<file path="config.mk">
export PLATFORM = sky130hd
export DESIGN_NAME = morse_symbol_transmitter_flat
export DESIGN_NICKNAME = d
export VERILOG_FILES = /design/src/rtl/morse_pkg.sv /design/src/rtl/morse_symbol_transmitter_if.sv /design/src/rtl/morse_unit_timer.sv /design/src/rtl/morse_symbol_transmitter.sv /design/src/flat_wrapper.sv
export SDC_FILE = /design/constraint.sdc
export NUM_CORES = 1
export LEC_CHECK = 0
export BUFFER_PORTS_ARGS = -buffer_cell sky130_fd_sc_hd__buf_2
export CAP_MARGIN = 15
export CORE_ASPECT_RATIO = 0.7
export CORE_MARGIN = 4
export CORE_UTILIZATION = 60
export CTS_CLUSTER_SIZE = 12
export DETAILED_ROUTE_END_ITERATION = 16
export PLACE_DENSITY = 0.78
export SETUP_SLACK_MARGIN = 0.1
export SLEW_MARGIN = 20
export SYNTH_ARGS = -nofsm -noshare
export SYNTH_HDL_FRONTEND = slang
export SYNTH_SLANG_ARGS = --single-unit
</file>
<file path="constraint.sdc">
create_clock -name clk -period 5.04 [get_ports clk]
set_clock_uncertainty 0.15 [all_clocks]
set_input_delay 0.252 -clock clk [delete_from_list [all_inputs] [get_ports clk]]
set_output_delay 0.252 -clock clk [all_outputs]
set_load 0.05 [all_outputs]
</file>
<file path="src/rtl/morse_pkg.sv">
// Shared Morse definitions: symbol codes, unit ratios and FSM state encoding.
package morse_pkg;

  localparam logic [1:0] CODE_INACT = 2'b00;
  localparam logic [1:0] CODE_DOT   = 2'b01;
  localparam logic [1:0] CODE_DASH0 = 2'b10;
  localparam logic [1:0] CODE_DASH1 = 2'b11;

  localparam int DOT_UNITS   = 1;
  localparam int DASH_UNITS  = 3;
  localparam int SPACE_UNITS = 1;

  typedef enum logic [1:0] {
    IDLE  = 2'd0,
    MARK  = 2'd1,
    SPACE = 2'd2,
    GAP   = 2'd3
  } state_t;

  // Both upper codes are dashes, matching the decode side.
  function automatic logic is_dash(input logic [1:0] code);
    return (code == CODE_DASH0) || (code == CODE_DASH1);
  endfunction

  function automatic logic is_inact(input logic [1:0] code);
    return code == CODE_INACT;
  endfunction

endpackage

</file>
<file path="src/rtl/morse_symbol_transmitter_if.sv">
// Symbol handshake between an upstream sequencer and the transmitter.
interface morse_symbol_transmitter_if;
  logic [1:0] code_in;
  logic       code_valid;
  logic       code_ready;

  modport master (output code_in, output code_valid, input code_ready);
  modport slave  (input code_in, input code_valid, output code_ready);
endinterface

</file>
<file path="src/rtl/morse_unit_timer.sv">
// Loadable down-counter; expire flags the last cycle of the loaded interval.
module morse_unit_timer #(
  parameter int CNT_W = 8
) (
  input  logic             clk,
  input  logic             rst,
  input  logic             load,
  input  logic [CNT_W-1:0] load_value,
  output logic [CNT_W-1:0] count,
  output logic             expire
);

  logic [CNT_W-1:0] r_count;

  // Load takes priority; otherwise count down and rest at zero.
  always_ff @(posedge clk or posedge rst) begin
    if (rst) begin
      r_count <= '0;
    end else if (load) begin
      r_count <= load_value;
    end else if (r_count != '0) begin
      r_count <= r_count - 1'b1;
    end
  end

  assign count  = r_count;
  assign expire = (r_count == CNT_W'(1));

endmodule

</file>
<file path="src/rtl/morse_symbol_transmitter.sv">
// Turns 2-bit Morse symbol codes into a timed key waveform (mark, space, gap).
module morse_symbol_transmitter
  import morse_pkg::*;
#(
  parameter int UNIT_CYCLES = 10000000,
  parameter int GAP_UNITS   = 2,
  parameter int CNT_W       = $clog2(3*UNIT_CYCLES+1)
) (
  input  logic                        clk,
  input  logic                        rst,
  input  logic                        en,
  morse_symbol_transmitter_if.slave   sym_if,
  output logic                        key_out,
  output logic                        busy,
  output logic                        sym_done
);

  localparam logic [CNT_W-1:0] L_DOT   = CNT_W'(DOT_UNITS * UNIT_CYCLES);
  localparam logic [CNT_W-1:0] L_DASH  = CNT_W'(DASH_UNITS * UNIT_CYCLES);
  localparam logic [CNT_W-1:0] L_SPACE = CNT_W'(SPACE_UNITS * UNIT_CYCLES);
  localparam logic [CNT_W-1:0] L_GAP   = CNT_W'(GAP_UNITS * UNIT_CYCLES);

  state_t           r_state;
  state_t           w_next;
  logic             r_dash;
  logic             r_key;
  logic             r_busy;
  logic             r_sym_done;
  logic             w_accept;
  logic             w_dash_next;
  logic             w_load;
  logic [CNT_W-1:0] w_load_val;
  logic [CNT_W-1:0] w_count;
  logic             w_expire;
  logic             w_sym_done;

  assign sym_if.code_ready = (r_state == IDLE) && en;
  assign w_accept          = sym_if.code_valid && sym_if.code_ready;

  // The mark length comes from the live code on acceptance, else from the latch.
  assign w_dash_next = (r_state == IDLE) ? is_dash(sym_if.code_in) : r_dash;

  morse_unit_timer #(.CNT_W(CNT_W)) u_timer (
    .clk        (clk),
    .rst        (rst),
    .load       (w_load),
    .load_value (w_load_val),
    .count      (w_count),
    .expire     (w_expire)
  );

  // Next-state and timer load; every state change reloads the counter
  // (IDLE loads zero, which also clears it on an abort).
  always_comb begin
    w_next     = r_state;
    w_load_val = '0;
    if (!en) begin
      w_next = IDLE;
    end else begin
      case (r_state)
        IDLE:    if (w_accept) w_next = is_inact(sym_if.code_in) ? GAP : MARK;
        MARK:    if (w_expire) w_next = SPACE;
        SPACE:   if (w_expire) w_next = IDLE;
        GAP:     if (w_expire) w_next = IDLE;
        default: w_next = IDLE;
      endcase
    end
    case (w_next)
      MARK:    w_load_val = w_dash_next ? L_DASH : L_DOT;
      SPACE:   w_load_val = L_SPACE;
      GAP:     w_load_val = L_GAP;
      default: w_load_val = '0;
    endcase
    w_load     = (w_next != r_state);
    // Count of 2 now means the next cycle is the final one of the symbol.
    w_sym_done = en && ((r_state == SPACE) || (r_state == GAP)) &&
                 (w_count == CNT_W'(2));
  end

  // State and registered outputs, all derived from the next state.
  always_ff @(posedge clk or posedge rst) begin
    if (rst) begin
      r_state    <= IDLE;
      r_dash     <= 1'b0;
      r_key      <= 1'b0;
      r_busy     <= 1'b0;
      r_sym_done <= 1'b0;
    end else begin
      r_state    <= w_next;
      r_key      <= (w_next == MARK);
      r_busy     <= (w_next != IDLE);
      r_sym_done <= w_sym_done;
      if (w_accept) r_dash <= is_dash(sym_if.code_in);
    end
  end

  assign key_out  = r_key;
  assign busy     = r_busy;
  assign sym_done = r_sym_done;

endmodule

</file>
<file path="src/flat_wrapper.sv">
// flat-port wrapper written by rule: the top's interface ports become plain ports
module morse_symbol_transmitter_flat import morse_pkg::*;
#(
  parameter int UNIT_CYCLES = 10000000,
  parameter int GAP_UNITS   = 2,
  parameter int CNT_W       = $clog2(3*UNIT_CYCLES+1)
)
  (clk, rst, en, key_out, busy, sym_done, sym_if_code_in, sym_if_code_valid, sym_if_code_ready);
  morse_symbol_transmitter_if sym_if_i ();
  input  logic clk;
  input  logic rst;
  input  logic en;
  output logic key_out;
  output logic busy;
  output logic sym_done;
  input wire logic [$bits(sym_if_i.code_in)-1:0] sym_if_code_in;
  input wire logic [$bits(sym_if_i.code_valid)-1:0] sym_if_code_valid;
  output wire logic [$bits(sym_if_i.code_ready)-1:0] sym_if_code_ready;
  assign sym_if_i.code_in = sym_if_code_in;
  assign sym_if_i.code_valid = sym_if_code_valid;
  assign sym_if_code_ready = sym_if_i.code_ready;
  morse_symbol_transmitter #(.UNIT_CYCLES(UNIT_CYCLES), .GAP_UNITS(GAP_UNITS), .CNT_W(CNT_W)) u_core (.clk(clk), .rst(rst), .en(en), .sym_if(sym_if_i), .key_out(key_out), .busy(busy), .sym_done(sym_done));
endmodule
</file>
==> Word level (Yosys, flattened, before mapping) <==
Index checks and enable logic that the tools add are counted.
{ "word_totals": {"in_bits": 6, "word_cells": 41, "output_inout_bits": 4, "ff_bits": 31} }
{ "classes": {"mux": 11, "n_addsub": 1, "n_reduce_logical": 12, "n_eq_ne": 11} }
{ "op_table": {"columns": ["operator", "n"], "rows": [
  ["25-bit 2-to-1 mux", 3],
  ["25-bit case mux with 3 select lines", 1],
  ["25-bit by 1-bit equality test with 1-bit output (second input constant)", 1],
  ["25-bit by 2-bit equality test with 1-bit output (second input constant)", 1],
  ["25-bit nonzero test", 1],
  ["25-bit by 1-bit subtractor with 25-bit output (second input constant)", 1],
  ["2-bit equality test (second input constant)", 6],
  ["2-bit 2-to-1 mux", 5],
  ["2-bit case mux with 3 select lines", 1],
  ["2-bit by 1-bit equality test with 1-bit output (second input constant)", 2],
  ["1-bit logical AND", 4],
  ["2-bit logical NOT", 2],
  ["2-bit nonzero test", 2],
  ["1-bit logical OR", 2],
  ["2-bit inequality test", 1],
  ["2-bit OR reduction", 1],
  ["1-bit 2-to-1 mux", 1]
]} }

==> Depth between registers and ports, before layout <==
{ "depth": {"ltp_word": 9, "mapped_depth": 11, "depth_no_buf": 11} }

==> Cells and area by module <==
A second synthesis with hierarchy kept.
{ "unflattened": {"hier_cells": 223, "hier_area_um2": 2119.5} }
{ "by_module_without_submodules": {"columns": ["mod", "seq_area_each_um2", "cells_each", "area_each_um2", "n_inst"], "rows": [
  ["morse_unit_timer", 625.6, 173, 1647.8, 1],
  ["morse_symbol_transmitter", 150.1, 50, 471.7, 1]
]} }

==> Least setup slack after synthesis <==
No wires, ideal clock.
{ "synth_path": {"kind": "reg2reg", "start": "register u_core.u_timer.r_count[2], in the netlist u_core.u_timer.count[2]", "end": "register u_core.u_timer.r_count[12], in the netlist u_core.u_timer.count[12]", "n_path_buf": 1, "setup_slack_ns": 1.884, "t_arrival_ns": 2.927, "required_time_ns": 4.811, "setup_time_ns": 0.079, "stages_incl_launch_ff": 12, "path_cell_list": "dfrtp_1 or4_1 buf_2 or3_4 nor4_1 nand3_1 nand3_1 ha_1 or3b_2 nor3_1 a41oi_1 mux2i_1"} }
{ "synth_via": {"elab_chain_len": 7, "elab_cells_between_ends": 15, "classes_between": "add/sub: 1; eq/ne: 5; mux: 7; reduce/logical: 2"} }
{ "synth_lines": {"columns": ["element", "line", "rtl"], "rows": [
  ["from (decl)", "morse_unit_timer.sv:13", "logic [CNT_W-1:0] r_count;"],
  ["from (signal assigned)", "morse_unit_timer.sv:20", "r_count <= load_value;"],
  ["from (signal assigned)", "morse_unit_timer.sv:22", "r_count <= r_count - 1'b1;"],
  ["25-bit by 1-bit equality test with 1-bit output", "morse_unit_timer.sv:27", "assign expire = (r_count == CNT_W'(1));"],
  ["2-bit 2-to-1 mux, on equally long branches", "morse_symbol_transmitter.sv:63, morse_symbol_transmitter.sv:64, morse_symbol_transmitter.sv:62", null],
  ["2-bit case mux with 3 select lines", "morse_symbol_transmitter.sv:60", "case (r_state)"],
  ["2-bit 2-to-1 mux", "morse_symbol_transmitter.sv:57", "if (!en) begin"],
  ["2-bit equality test or 2-bit by 1-bit equality test with 1-bit output (tied branches)", "morse_symbol_transmitter.sv:68", "case (w_next)"],
  ["25-bit case mux with 3 select lines", "morse_symbol_transmitter.sv:68", null],
  ["25-bit 2-to-1 mux", "morse_unit_timer.sv:19", "end else if (load) begin"]
]} }
Several ways; a longest one is shown, not always the timed one. The select of a mux whose other input is x is not followed.
A chain may end at the register's enable or synchronous reset.

==> Worst setup path after layout <==
Same ends and word-level chain as after synthesis.

==> qor.txt <==
Final setup vio count: 0
Seq cells post-synth: 31
Layout cell share with drive strength beyond 1: 0.139
Chip width: 75.4 µm
GPL Wtd Cong: 0.874
Post-route ant nets: 0
# nets final: 215
# hold bufs at CTS: 1
Vias/cell: 6.47
Synth top cells by count: dfrtp_1, nor2_1, xor2_1
Number of I/O port buffers: 9
Die Y: 55.2 µm
Final hold viol count: 0
Buf/Inv on CP: 0
Final wirelength: 4510 µm
Area delta synth->final: 7.81%
Setup TNS: 0 ps
Root Buffer: clkbuf_8
Antenna diodes: 0
Clock sinks: 31
Largest delay share family, worst path: simple AND/OR/NAND/NOR gates
Sequential Area: 776 µm²
CTS resizes: 0
EDFF count, synth: 0
Setup CP Type: register to register
Worst Path Max Fanout: 7
Post-Syn Instances: 192
Top-count cell post-synth: dfrtp_1
Syn_area_per_cell: 9.93 µm²
Largest net degree at the start of global routing: 32
Initial core utilization: 0.652
Clk buf depth: 2
CP Data Arrival Time: 3630 ps
DPL Wire Length: 3220 µm
Outcome: completed
Min cycle time layout: 3570 ps
Clk slew on worst S/H paths: 70 ps
Drt drc: 0
Tot GR Track Use: 0.254
Fmax: 280 MHz
Post-CTS Repair Setup Buffers: 0
Die area: 4160 µm²
Synth top area share: 0.407
Slew headroom: 0.582
Max-cap violations: 0
Area of the multi-input gates: 1050 µm²
Share of flip-flops with an asynchronous set or reset: 1.00
Most common cell on crit path: nand3_1
Drt wl/cell: 19.0 µm
Htree depth: 2
Yosys warnings: 0
Row Count: 16
HP Class: input pin to register
CP peak stage delay: 680 ps
Crit. End Element: register
Ports: 10
Main synth FF type: dfrtp_1
RSZ-0062 raised after global routing: no
Max Slew Vio Count: 0
Post-synthesis cell type count: 53
CTS Buf Count: 5
Sequential fraction of the synthesis area: 0.407
Initial DRC Count: 233
CP Cell Sequence: or4_1 -> or3_4 -> nor4_1 -> nand3_1 -> nand3_1 -> ha_1 -> or3b_2 -> nor3_1 -> a41oi_1 -> mux2i_1
WP data required: 5100 ps
Synth area leader: dfrtp_1
Via total after detailed routing: 1,533
Net Count, Synth: 207
Period utilization: 0.708
Worst Tran Pin Value: 626 ps
GRT overflow: 0
Final Core Density: 0.703
Fillcell total: 217
Vias in the first global route: 1,494
Core ar.: 2920 µm²
First-pass GRT wire length: 7490 µm
Pre-Repair DR Iteration Count: 5
Initial antenna violation count: 0
Worst-skew pair later-pin latency: 290 ps
Static leakage: 0.882 nW
Post-Syn Area: 1910 µm²
Startpoint types: register
Peak supply drop: 0.000285 V
CP max stage cell: or4_1
Largest cells by area after synthesis: dfrtp_1, ha_1, xor2_1
TritonCTS clock tree: built
Total power divided by cell area: 575 nW/µm²
## state kept, by name, indices dropped and copies added (netlist names)
signal	flops
u_core.busy	1
u_core.key_out	1
u_core.sym_done	1
u_core.r_state	2
u_core.u_timer.count	25
u_core.r_dash	1
## cells by family after synthesis
logic type               synth area share
AO/OA/AOI/OAI                       0.145
buffers and inverters              0.0426
flip-flops                          0.407
multiplexers                       0.0217
adder cells (fa/ha/maj)            0.0591
XOR/XNOR                           0.0919
AND/OR/NAND/NOR                     0.233
## final cells by class
class / count / share of cell area
flip-flops and latches: 31 / 0.377
repair buffers: 10 / 0.0268
well taps: 36 / 0.0219
multi-input cells: 144 / 0.511
clock buffers: 8 / 0.0487
inverters: 8 / 0.0146
## power breakdown
group	switching (mW)	internal [mW]
Sequential	0.0950	0.333
Combinational	0.336	0.202
Clock	0.0923	0.124
## metrics by stage
stage,power (mW),cells,hold slack (ps),setup WS (ps),area [µm²]
detailed placement,0.947,228,229,1560,1950
global placement,0.924,228,353,1630,1950
global route,1.26,237,91.0,1340,2060
floorplan,0.831,192,206,1880,1910
finish,1.18,237,75.5,1470,2060
CTS,1.17,237,69.1,1530,2060
## final timing paths
| check | cells past startpoint | slack (ps) | from | endpoint |
|---|---|---|---|---|
| worst max-delay path | 10 | 1470 | u_core.u_timer.count[2] | u_core.u_timer.count[12] |
| worst min-delay path | 2 | 80 | sym_if_code_in[1] | u_core.r_dash |
| worst max register to register | 10 | 1470 | u_core.u_timer.count[2] | u_core.u_timer.count[12] |
| worst min register to register | 1 | 370 | u_core.r_dash | u_core.r_dash |
| max in group asynchronous | 3 | 3880 | rst | u_core.r_state[1] |
| min in group asynchronous | 3 | 430 | rst | u_core.r_dash |
## per-layer routing
layer	global-route usage	part of all wire	up-vias
li1	-	-	723
met1	0.361	0.46	725
met2	0.360	0.44	78
met3	0.0812	0.093	7
met4	0.0988	0.0095	0
met5	0	0	-
## placed cells by master, fill, tap and decap left out, types with 2 or more instances in the layout
cell / synthesis / final
a21oi_1: 2 / 2
and2_1: 5 / 5
buf_2: 2 / 9
clkbuf_8: 0 / 7
dfrtp_1: 31 / 31
ha_1: 9 / 9
inv_1: 8 / 7
mux2i_1: 3 / 3
nand2_1: 7 / 7
nand2b_1: 2 / 2
nand3_1: 4 / 4
nand4_1: 2 / 2
nand4b_1: 3 / 3
nor2_1: 15 / 15
nor3_1: 6 / 6
nor4_1: 9 / 9
o211ai_1: 4 / 4
o21ai_0: 9 / 9
o22ai_1: 2 / 2
o2bb2ai_1: 8 / 8
or2_2: 2 / 2
or3_1: 3 / 3
or4_1: 3 / 3
xnor2_1: 8 / 8
xor2_1: 12 / 12
No activity file was read; power rests on OpenSTA's default activity.
